$ cat config.mk
export PLATFORM = sky130hd
export DESIGN_NAME = vc_pop_arbiter_flat
export DESIGN_NICKNAME = d
export VERILOG_FILES = /design/src/rtl/vc_pop_arbiter_if.sv /design/src/rtl/vc_pop_arbiter.sv /design/src/flat_wrapper.sv
export SDC_FILE = /design/constraint.sdc
export NUM_CORES = 1
export LEC_CHECK = 0
export CAP_MARGIN = 25
export CELL_PAD_IN_SITES_DETAIL_PLACEMENT = 1
export CELL_PAD_IN_SITES_GLOBAL_PLACEMENT = 1
export CORE_MARGIN = 2
export CORE_UTILIZATION = 30
export DETAILED_ROUTE_END_ITERATION = 16
export DONT_BUFFER_PORTS = 1
export PLACE_DENSITY_LB_ADDON = 0.1
export SYNTH_ARGS = -nofsm -noshare
export SYNTH_HDL_FRONTEND = slang
export SYNTH_SLANG_ARGS = --single-unit
$ cat constraint.sdc
create_clock -name clk -period 2.2 [get_ports clk]
set_input_delay 0.44 -clock clk [delete_from_list [all_inputs] [get_ports clk]]
set_output_delay 0.44 -clock clk [all_outputs]
set_load 0.03 [all_outputs]
$ cat src/rtl/vc_pop_arbiter_if.sv
// Pop/arbitration bundle between the VC FIFOs, the destination FIFOs and the arbiter.
// The master side is the arbiter: it samples the full/empty flags and drives pops and status.
`timescale 1ns/1ps
interface vc_pop_arbiter_if #(
    parameter int NUM_VC = 2,
    parameter int NUM_D  = 2
);
    localparam int SEL_W = $clog2(NUM_VC);

    logic [NUM_D-1:0]  D_full;
    logic [NUM_VC-1:0] VC_empty;
    logic [NUM_VC-1:0] VC_rd;
    logic              pop_valid;
    logic [SEL_W-1:0]  vc_sel;
    logic              vc_delay;
    logic              starve_grant;

    modport master (
        input  D_full,
        input  VC_empty,
        output VC_rd,
        output pop_valid,
        output vc_sel,
        output vc_delay,
        output starve_grant
    );

    modport slave (
        output D_full,
        output VC_empty,
        input  VC_rd,
        input  pop_valid,
        input  vc_sel,
        input  vc_delay,
        input  starve_grant
    );
endinterface

$ cat src/rtl/vc_pop_arbiter.sv
// Pops one virtual-channel FIFO per cycle toward the destination FIFOs, using either
// strict priority with starvation override or weighted round robin.
`timescale 1ns/1ps
module vc_pop_arbiter #(
    parameter int NUM_VC       = 2,
    parameter int NUM_D        = 2,
    parameter int MODE         = 0,
    parameter int WEIGHT       = 4,
    parameter int STARVE_LIMIT = 16
) (
    input  logic             clk,
    input  logic             reset,
    vc_pop_arbiter_if.master bus
);

    localparam int                SEL_W    = $clog2(NUM_VC);
    localparam int                CNT_W    = 8;
    localparam logic [CNT_W-1:0]  LIMIT    = CNT_W'(STARVE_LIMIT);
    localparam logic [4:0]        WEIGHT_C = 5'(WEIGHT);
    localparam logic [NUM_D-1:0]  ALL_FULL = '1;

    logic             stall;

    logic             s_vld;
    logic [SEL_W-1:0] s_idx;
    logic             s_starve;

    logic             w_vld;
    logic             w_scan;
    logic [SEL_W-1:0] w_idx;

    logic             grant_vld;
    logic [SEL_W-1:0] grant_idx;
    logic             grant_starve;

    logic [SEL_W-1:0] ptr;
    logic [SEL_W-1:0] ptr_nxt;
    logic [3:0]       credit;
    logic [3:0]       credit_nxt;

    // Entry 0 does not exist: VC0 is the highest priority and can never starve.
    logic [CNT_W-1:0] starve_cnt [1:NUM_VC-1];

    function automatic logic [SEL_W-1:0] next_vc(input logic [SEL_W-1:0] idx);
        return (idx == SEL_W'(NUM_VC - 1)) ? '0 : idx + 1'b1;
    endfunction

    // Every destination full means nothing can be accepted; partial fullness does not stall.
    assign stall = (bus.D_full == ALL_FULL);

    always_comb begin : strict_select
        // NOTE: every output gets a default before any branch, so no path can infer a latch.
        s_vld    = 1'b0;
        s_idx    = '0;
        s_starve = 1'b0;
        // Descending scans let the lowest qualifying index win.
        for (int i = NUM_VC - 1; i >= 0; i--) begin
            if (!bus.VC_empty[i]) begin
                s_vld = 1'b1;
                s_idx = SEL_W'(i);
            end
        end
        if (STARVE_LIMIT > 0) begin
            for (int i = NUM_VC - 1; i >= 1; i--) begin
                if (!bus.VC_empty[i] && starve_cnt[i] == LIMIT) begin
                    s_idx    = SEL_W'(i);
                    s_starve = 1'b1;
                end
            end
        end
    end

    always_comb begin : wrr_select
        int cand;
        cand       = 0;
        w_vld      = 1'b0;
        w_scan     = 1'b0;
        w_idx      = ptr;
        ptr_nxt    = ptr;
        credit_nxt = credit;

        if (!bus.VC_empty[ptr]) begin
            w_vld = 1'b1;
        end else begin
            // Circular search from ptr+1; the nearest non-empty VC wins.
            for (int k = NUM_VC - 1; k >= 1; k--) begin
                cand = int'(ptr) + k;
                if (cand >= NUM_VC) cand = cand - NUM_VC;
                if (!bus.VC_empty[SEL_W'(cand)]) begin
                    w_vld  = 1'b1;
                    w_scan = 1'b1;
                    w_idx  = SEL_W'(cand);
                end
            end
        end

        if (w_vld) begin
            if (!w_scan) begin
                if ({1'b0, credit} + 5'd1 == WEIGHT_C) begin
                    ptr_nxt    = next_vc(ptr);
                    credit_nxt = '0;
                end else begin
                    credit_nxt = credit + 4'd1;
                end
            end else if (WEIGHT == 1) begin
                ptr_nxt    = next_vc(w_idx);
                credit_nxt = '0;
            end else begin
                // The jump itself consumes the first pop of the new VC's turn.
                ptr_nxt    = w_idx;
                credit_nxt = 4'd1;
            end
        end
    end

    always_comb begin : grant_mux
        grant_vld    = 1'b0;
        grant_idx    = '0;
        grant_starve = 1'b0;
        if (!reset && !stall) begin
            if (MODE == 1) begin
                grant_vld = w_vld;
                grant_idx = w_idx;
            end else begin
                grant_vld    = s_vld;
                grant_idx    = s_idx;
                grant_starve = s_starve;
            end
        end

        bus.VC_rd = '0;
        for (int i = 0; i < NUM_VC; i++) begin
            bus.VC_rd[i] = grant_vld && (grant_idx == SEL_W'(i));
        end
    end

    always_ff @(posedge clk) begin
        // NOTE: all state uses non-blocking assignments so every register samples pre-edge values.
        if (reset) begin
            bus.pop_valid    <= 1'b0;
            bus.vc_sel       <= '0;
            bus.vc_delay     <= 1'b0;
            bus.starve_grant <= 1'b0;
            ptr              <= '0;
            credit           <= '0;
            // NOTE: the counter array is reset explicitly because its values steer grants directly.
            for (int i = 1; i < NUM_VC; i++) begin
                starve_cnt[i] <= '0;
            end
        end else begin
            bus.pop_valid    <= grant_vld;
            bus.vc_sel       <= grant_vld ? grant_idx : '0;
            bus.vc_delay     <= grant_vld && (grant_idx != '0);
            bus.starve_grant <= grant_vld && grant_starve;

            if (!stall) begin
                if (MODE == 1) begin
                    ptr    <= ptr_nxt;
                    credit <= credit_nxt;
                end else begin
                    for (int i = 1; i < NUM_VC; i++) begin
                        if (bus.VC_empty[i]) begin
                            starve_cnt[i] <= '0;
                        end else if (grant_vld && grant_idx == SEL_W'(i)) begin
                            starve_cnt[i] <= '0;
                        end else if (starve_cnt[i] != LIMIT) begin
                            starve_cnt[i] <= starve_cnt[i] + 1'b1;
                        end
                    end
                end
            end
        end
    end

endmodule

$ cat src/flat_wrapper.sv
// flat-port wrapper written by rule: the top's interface ports become plain ports
module vc_pop_arbiter_flat 
#(
    parameter int NUM_VC       = 2,
    parameter int NUM_D        = 2,
    parameter int MODE         = 0,
    parameter int WEIGHT       = 4,
    parameter int STARVE_LIMIT = 16
)
  (clk, reset, bus_D_full, bus_VC_empty, bus_VC_rd, bus_pop_valid, bus_vc_sel, bus_vc_delay, bus_starve_grant);
  vc_pop_arbiter_if #(.NUM_VC(NUM_VC), .NUM_D(NUM_D)) bus_i ();
  input  logic clk;
  input  logic reset;
  input wire logic [$bits(bus_i.D_full)-1:0] bus_D_full;
  input wire logic [$bits(bus_i.VC_empty)-1:0] bus_VC_empty;
  output wire logic [$bits(bus_i.VC_rd)-1:0] bus_VC_rd;
  output wire logic [$bits(bus_i.pop_valid)-1:0] bus_pop_valid;
  output wire logic [$bits(bus_i.vc_sel)-1:0] bus_vc_sel;
  output wire logic [$bits(bus_i.vc_delay)-1:0] bus_vc_delay;
  output wire logic [$bits(bus_i.starve_grant)-1:0] bus_starve_grant;
  assign bus_i.D_full = bus_D_full;
  assign bus_i.VC_empty = bus_VC_empty;
  assign bus_VC_rd = bus_i.VC_rd;
  assign bus_pop_valid = bus_i.pop_valid;
  assign bus_vc_sel = bus_i.vc_sel;
  assign bus_vc_delay = bus_i.vc_delay;
  assign bus_starve_grant = bus_i.starve_grant;
  vc_pop_arbiter #(.NUM_VC(NUM_VC), .NUM_D(NUM_D), .MODE(MODE), .WEIGHT(WEIGHT), .STARVE_LIMIT(STARVE_LIMIT)) u_core (.clk(clk), .reset(reset), .bus(bus_i));
endmodule
; ---- Yosys cells after proc, flatten, opt, wreduce, memory -nomap -nowiden
; Memory sizes are Yosys's and may differ from the RTL's.
; Cells that the tools add are included.
[classes]
add_sub_neg = 1
n_eq_ne = 3
mux = 28
bitwise = 5
reduce_logical = 9
[ops]
columns = op, count
row1 = 1-bit two-way mux, 25
row2 = 8-bit two-way mux, 3
row3 = "8-bit by 1-bit adder with 8-bit output, second input constant", 1
row4 = "8-bit by 5-bit == test with 1-bit output, second input constant", 1
row5 = "8-bit by 5-bit inequality test with 1-bit output, second input constant", 1
row6 = 1-bit logical AND, 5
row7 = 1-bit zero test, 3
row8 = 1-bit bitwise OR, 3
row9 = "2-bit == test, second input constant", 1
row10 = 1-bit NOT, 2
row11 = 2-bit OR reduction, 1
[totals]
regBits = 4
ramBits = 8
in_bits = 6
out_inout_bits = 6
wordCells = 51
memories = 1
[memory_table]
columns = memory, words, width, rd, rd_ports_with_merged_regs, wr, line
row1 = u_core.starve_cnt, 1, 8, 1, 0, 1, vc_pop_arbiter.sv:42  ; logic [CNT_W-1:0] starve_cnt [1:NUM_VC-1];

; ---- Depth between registers and ports, before layout
; Gate-level depths: netlist of run 1.
[depth]
ltp_word = 12
ltp_mapped = 6
mapped_depth_nobuf = 5

; ---- Worst setup path after synthesis of run 1
; No wires, ideal clock.
[synth_timing]
path_type = flip-flop to output port
startpoint = memory u_core.starve_cnt[1][6]
endpoint = output port bus_VC_rd[1]
arrival_ns = 2.248
required_time_ns = 1.760
setup_slack_ns = -0.488
path_stages_with_launch = 5
cell_sequence = edfxtp_1 -> or4b_1 -> or4_1 -> buf_2 -> a211oi_1
[synth_between]
elab_chain_cells = 6
[synth_lines]
columns = element, line
row1 = from (decl), vc_pop_arbiter.sv:42
row2 = memory read 1 x 8 bit, -
row3 = 8-bit by 5-bit == test with 1-bit output, vc_pop_arbiter.sv:65  ; if (!bus.VC_empty[i] && starve_cnt[i] == LIMIT) begin
row4 = 1-bit logical AND, vc_pop_arbiter.sv:65
row5 = 1-bit two-way mux, vc_pop_arbiter.sv:65
row6 = 1-bit two-way mux, vc_pop_arbiter.sv:120  ; if (!reset && !stall) begin
row7 = 1-bit logical AND, vc_pop_arbiter.sv:133  ; bus.VC_rd[i] = grant_vld && (grant_idx == SEL_W'(i));
row8 = to (decl), flat_wrapper.sv:16  ; output wire logic [$bits(bus_i.VC_rd)-1:0] bus_VC_rd;
; Every way passes these cells.

; ---- Final worst setup path of run 1
[layout_timing]
startpoint = memory u_core.starve_cnt[1][7]
endpoint = output port bus_VC_rd[1]
; Same word-level chain as after synthesis.

==> results of run 1 <==
[power by group]
group / switching (mW) / internal (mW) / total [mW]
registers: 0.0114 / 0.249 / 0.261
clock network: 0.0763 / 0.100 / 0.177
logic: 0.0285 / 0.0254 / 0.0539
[synthesized netlist by cell type]
cell type  number  area share [%]
nand4_1         1             1.0
o21ai_0         3             2.5
nand3_1         4             3.3
or3_2           1             1.3
a2111oi_0       1             1.5
and3_2          1             1.3
o41ai_1         1             1.5
nor2_1          4             2.5
dfxtp_1         4              13
nand3b_1        1             1.3
ha_1            2             4.2
inv_1           5             3.1
clkbuf_1        1            0.63
buf_2           1            0.84
xor2_1          1             1.5
a21o_1          1             1.3
and2_1          1             1.0
or3_1           2             2.1
o21a_1          1             1.3
or4b_1          1             1.7
a211oi_1        3             3.8
nor3_1          1            0.84
or4_1           1             1.3
nand2_1         1            0.63
a21oi_1         4             3.3
xnor2_1         2             2.9
edfxtp_1        8              40
[routing by layer]
layer / up-vias / global-route usage, %
li1: 243 / -
met1: 244 / 19.25
met2: 8 / 19.41
met3: 2 / 4.012
met4: 0 / 4.286
met5: - / 0
[logic make-up (layout without fill, tap and decap cells)]
group	count (synthesis)	count (layout)	synth area share, %
AO/OA/AOI/OAI	14	14	15.06
XOR/XNOR	3	3	4.394
adder cells (fa/ha/maj)	2	2	4.183
buffers and inverters	7	22	4.601
flip-flops	12	12	53.56
AND/OR/NAND/NOR	19	19	18.20
[worst max-delay path: stages, from the launching register on]
cell and delay, ns:
edfxtp_1 0.41, or4b_4 0.55, or4_4 0.45, a211oi_4 0.24, buf_6 0.16
[registers in the layout, indices dropped and copies added, names as in the netlist]
name,cells
u_core.bus.pop_valid,1
u_core.bus.vc_delay,1
u_core.bus.starve_grant,1
u_core.bus.vc_sel,1
u_core.starve_cnt,8
[timing repair]
action,in CTS,in global routing
setup endpoints to repair,2,3
setup buffers,2,0
gates resized for setup,4,1
hold buffers,0,0
gates cloned,0,0
[stage by stage]
stage	util [%]	setup TNS [ns]	hold WS, ns
floorplan	-	-0.07220	0.5128
global placement	36.98	-0.4266	0.5192
detailed placement	37.24	-0.3103	0.5176
CTS	40.69	-0.6810	0.2293
global route	40.89	-0.7675	0.2135
finish	40.89	-0.6279	0.2361
[how the worst max path moves through the flow]
stage / to / slack, ns / startpoint
after floorplan: bus_VC_rd[1] / -0.07 / u_core.starve_cnt[1][5]
after global placement: bus_VC_rd[1] / -0.12 / u_core.starve_cnt[1][5]
after detailed placement: bus_VC_rd[1] / -0.21 / u_core.starve_cnt[1][7]
after CTS: bus_VC_rd[1] / -0.35 / u_core.starve_cnt[1][7]
after global routing: bus_VC_rd[1] / -0.39 / u_core.starve_cnt[1][7]
final: bus_VC_rd[1] / -0.32 / u_core.starve_cnt[1][7]
[final cells by class]
| class | instances | area, µm² | share of cell area (%) |
|---|---|---|---|
| repair buffers | 13 | 98.84 | 12.58 |
| well taps | 27 | 33.78 | 4.299 |
| flip-flops and latches | 12 | 320.3 | 40.76 |
| multi-input cells | 38 | 277.8 | 35.35 |
| clock buffers | 4 | 36.28 | 4.618 |
| inverters | 5 | 18.77 | 2.389 |
==> flow_metrics.py, run 1 <==
metrics = {
    "place": {
        "place_hpwl_mm": 1.102,
        "gp_congestion": 0.7621,
        "dpl_worst_slack_ns": -0.2123,
        "dpl.cell_count": 93,
        "dpl_cell_area_um2": 715.7,
        "portBuffers": 0,
    },
    "yosys": {
        "synth-seq-cells": 12,
        "syn-num-nets": 65,
        "synth_cell_types": 27,
        "yosysSeqAreaShare_pct": 53.56,
        "synth.avg_cell_area_um2": 10.49,
        "syn_inst": 57,
        "yosysWarnings": 0,
        "syn_area_um2": 598.1,
    },
    "worst_setup_path": {
        "timing.rr.end": "u_core.starve_cnt[1][1]",
        "r2r_slack_ns": 0.07,
        "rr_worst_depth": 5,
        "critPathRequiredTime_ns": 1.76,
        "arrival_ns": 2.08,
        "worstReg2RegStart": "u_core.starve_cnt[1][7]",
        "cp-start-kind": "flip-flop",
        "end_kind": "output pin",
        "path_class": "flip-flop to output pin",
        "worstPathMaxFanout": 2,
    },
    "global_route": {
        "antenna_found_initial": 0,
        "grt_pass1_vias": 499,
        "grt_pass1_wl_mm": 2.380,
        "grt_overflow": 0,
        "globalRouteTotalUtil_pct": 13.46,
        "grt_max_degree": 9,
    },
    "die": {
        "num_rows": 16,
        "die-area_um2": 2367,
        "start_util_pct": 31.12,
        "io_pins": 12,
        "die_h_um": 48.65,
        "die_w_um": 48.65,
        "core_area_um2": 1922,
    },
    "worst_hold_path": {
        "hold_path_end": "u_core.bus.vc_delay",
        "min-delay-start": "bus_VC_empty[1]",
        "min_path_cells": 1,
        "hold_path.class": "primary input to flip-flop",
    },
    "final_layout": {
        "area_growth_pct": 31.38,
        "drive_gt1_share_pct": 31.94,
        "final_common_cell": "buf_4",
        "antenna_cells": 0,
        "layout.nets": 81,
        "fin_cells": 99,
        "postLayoutCellArea_um2": 785.8,
        "n_fill_cell": 229,
        "final_cell_mix": "11 x buf_4, 8 x edfxtp_1, 5 x inv_1",
    },
    "detailed_routing": {
        "wl_mm": 1.423,
        "top_layer": "met4",
        "met1Wirelength_um": 727,
        "drtPass1Iterations": 2,
        "vias_per_cell": 5.020,
        "drc": 0,
        "num_vias": 497,
        "wl_per_cell_um": 14.37,
        "wl_met3_um": 51,
        "ant_nets": 0,
        "drt_iter0_drc": 11,
        "wl_met2_um": 635,
    },
    "status": {
        "failed_checks": "setup timing",
        "status": "finished, violations left",
    },
    "timing": {
        "slew_headroom_pct": 60.57,
        "min_period_ns": 2.519,
        "setup_viol": 2,
        "worstMarginPinSlew_ns": 0.5838,
        "hold_viol_final": 0,
        "period_share_pct": 114.5,
        "skew_ns": 0.007912,
        "timing.fmax_ghz": 0.3970,
        "slew_violations": 0,
        "fin_ws_ns": -0.3190,
        "rsz0062_at_grt": "yes",
    },
    "clocking": {
        "cts.sinks": 12,
        "cts_buffer_depth": 2,
        "worstSkewPairLatency_ns": 0.27,
        "cts_max_level": 1,
        "clk_pin_slew_ns": 0.07,
        "cts_tree": "done",
        "ctsRootBufferMaster": "clkbuf_4",
        "numCtsBuffers": 3,
    },
    "power_and_ir_drop": {
        "leakagePower_nw": 0.2987,
        "finalPower_uw": 491.4,
        "powerDensity_nw_per_um2": 625.4,
        "ir_drop_mv": 0.3320,
    },
    "job": {
        "max_cap_violations": 0,
    },
}
Note: power is estimated with default switching activity, not from simulation.
==> inputs of run 2 (changes only) <==
- ABC_AREA: not set -> 1
==> run 2 against run 1 <==
Compared with the run above:
- the flow now finishes without violations
- final cell count is 10% higher
- core utilization decreased by 5.2 points
- final area is 9.9% lower
- hold slack improved by 0.015 ns
- clock power decreased by 23%
- combinational power down 23%
- total power shrank 10%
- global-route usage down 2.1 points
- synthesized cell count up 35%
- sequential power hardly changed
- non-clock buffer count down 12
- critical path type unchanged
- critical endpoint unchanged
- largest cell class unchanged
==> flow_metrics.py, run 2 <==
metrics = {
    "yosys": {
        "synth-async-reset-ratio_pct": 0,
        "syn-num-nets": 85,
        "synth_commonest_cells": "16 x nand2_1, 16 x nor2_1, 12 x inv_1, 8 x edfxtp_1",
        "netlist.area_leader.share_pct": 37.50,
        "synth.area.top_cells": "edfxtp_1 38%, dfxtp_1 13%, nand2_1 9.4%",
        "synth-edff-count": 8,
        "synth.avg_cell_area_um2": 8.320,
        "synth-seq-cells": 12,
        "yosysWarnings": 0,
        "synth_flop_cell": "edfxtp_1",
        "syn_inst": 77,
        "yosysSeqAreaShare_pct": 50.00,
        "syn_area_um2": 640.6,
        "synth_cell_types": 16,
        "yosysTopAreaCell": "edfxtp_1",
    },
    "final_layout": {
        "final_cell_mix": "16 x nand2_1, 16 x nor2_1, 12 x inv_1, 8 x edfxtp_1",
        "layout.nets": 91,
        "postLayoutCoreUtil_pct": 35.73,
        "drive_gt1_share_pct": 14.63,
        "largest_register_ffs": 8,
        "postLayoutCellArea_um2": 708.2,
        "fin_cells": 109,
        "area_growth_pct": 10.55,
        "n_fill_cell": 249,
        "top_register": "u_core.starve_cnt",
        "antenna_cells": 0,
    },
    "clocking": {
        "worstSkewPairLatency_ns": 0.27,
        "cts-resized-gates": 0,
        "numCtsBuffers": 3,
        "clk_pin_slew_ns": 0.08,
        "cts_tree": "done",
        "postCtsHoldBufs": 0,
        "post_cts_buffers": 0,
        "cts_buffer_depth": 2,
        "cts.sinks": 12,
        "cts_max_level": 1,
        "ctsRootBufferMaster": "clkbuf_4",
    },
    "detailed_routing": {
        "drt_iter0_drc": 1,
        "wl_met3_um": 33,
        "wl_per_cell_um": 11.22,
        "ant_nets": 0,
        "top_layer": "met4",
        "vias_per_cell": 4.303,
        "met1Wirelength_um": 593,
        "num_vias": 469,
        "wl_mm": 1.223,
        "drtPass1Iterations": 2,
        "drc": 0,
        "wl_met2_um": 583,
    },
    "die": {
        "num_rows": 16,
        "die_h_um": 50.21,
        "die_w_um": 50.21,
        "die-area_um2": 2521,
        "core_area_um2": 1982,
        "start_util_pct": 32.32,
        "io_pins": 12,
    },
    "worst_setup_path": {
        "cp_top_family": "flip-flops",
        "critPathRequiredTime_ns": 1.76,
        "slowest_stage": "edfxtp_1",
        "end_kind": "output pin",
        "max_stage_delay_ns": 0.45,
        "path_cells": "inv_1 > ha_1 > nand2_1 > nor2_2 > a21oi_1 > nor2_1 > buf_4",
        "path_buf_inv": 2,
        "worstPathMaxFanout": 5,
        "path_class": "flip-flop to output pin",
        "cp-start-kind": "flip-flop",
        "arrival_ns": 1.60,
    },
    "place": {
        "dpl.cell_count": 105,
        "place_hpwl_um": 982.3,
        "dpl_cell_area_um2": 681.9,
        "portBuffers": 0,
        "gp_congestion": 0.6627,
    },
    "timing": {
        "period_share_pct": 92.82,
        "slew_headroom_pct": 70.81,
        "fin_setup_tns_ns": 0,
        "holdWs_ns": 0.2510,
        "slew_violations": 0,
        "timing.fmax_ghz": 0.4897,
        "min_period_ns": 2.042,
        "setup_viol": 0,
        "hold_viol_final": 0,
        "skew_ns": 0.009032,
        "rsz0062_at_grt": "no",
        "worstMarginPinSlew_ns": 0.4366,
    },
    "job": {
        "max_cap_violations": 0,
    },
    "global_route": {
        "antenna_found_initial": 0,
        "globalRouteTotalUtil_pct": 11.39,
        "grt_max_degree": 9,
        "grt_pass1_vias": 488,
        "grt_overflow": 0,
        "grt_pass1_wl_mm": 2.111,
    },
    "power_and_ir_drop": {
        "leakagePower_nw": 0.2879,
        "powerDensity_nw_per_um2": 624.5,
        "ir_drop_mv": 0.3196,
    },
    "status": {
        "status": "complete, no violations",
    },
    "worst_hold_path": {
        "hold_path.class": "primary input to flip-flop",
    },
}
[run 2: cell count changes in the layout (fill, tap and decap cells not counted), sizes merged, moves of 2 or more]
cell	previous run	this run
nand2	1	18
nor2	4	20
buf	13	1
inv	5	13
a211oi	3	0
or3	3	0
a21oi	4	2
[run 2: metrics by stage]
step	total power [mW]	setup slack (ns)
2_1_floorplan	0.3015	0.3641
3_3_place_gp	0.3109	0.4910
3_5_place_dp	0.3117	0.4497
4_1_cts	0.4530	0.1357
5_1_grt	0.4699	0.05358
6_report	0.4422	0.1580
[run 2: cell families (layout without fill, tap and decap cells)]
group                      Yosys count  in the layout  share of synthesized area (%)
and+or+nand+nor                     43             43                          31.25
buffers and inverters               13             18                          7.616
DFF                                 12             12                          50.00
AOI/OAI and AO/OA                    4              4                          3.125
xor gates and xnor gates             3              3                          4.102
adders and majority gates            2              2                          3.906
[run 2: worst paths after layout]
check                          startpoint                 endpoint  slack, ns  depth (start not counted)
hold / removal            bus_VC_empty[0]     u_core.bus.pop_valid       0.25                          1
setup reg to reg  u_core.starve_cnt[1][0]  u_core.starve_cnt[1][7]       0.75                          7
setup / recovery  u_core.starve_cnt[1][0]             bus_VC_rd[1]       0.16                          7
hold reg to reg   u_core.starve_cnt[1][7]  u_core.bus.starve_grant       0.61                          3
[run 2: area by class of cell]
type / instances / area (µm²) / area share, %
inverter: 13 / 48.80 / 6.890
tap: 27 / 33.78 / 4.770
timing repair buffer: 1 / 7.507 / 1.060
multi-input combinational: 52 / 271.5 / 38.34
clock inverter: 1 / 3.754 / 0.5300
sequential: 12 / 320.3 / 45.23
clock buffer: 3 / 22.52 / 3.180
[run 2: worst reg2reg max path: stages (launching register included)]
cell and delay, ns:
edfxtp_1 0.45, inv_1 0.12, ha_1 0.15, nand2_1 0.06, nor2_2 0.17, nand2_4 0.09
nand3_4 0.11, nor2_1 0.06
[run 2: where the power goes]
part           leakage, nW  internal, mW  switching [mW]
combinational        0.147        0.0135          0.0282
sequential           0.126         0.250          0.0141
clock               0.0154        0.0655          0.0714
total                0.288         0.329           0.114
[run 2: per-layer routing]
| metal | vias to the layer above | GRT usage (%) |
|---|---|---|
| met5 | - | 0 |
| met4 | 0 | 6.944 |
| met3 | 2 | 2.083 |
| met2 | 8 | 18.64 |
| met1 | 211 | 13.77 |
| li1 | 248 | - |
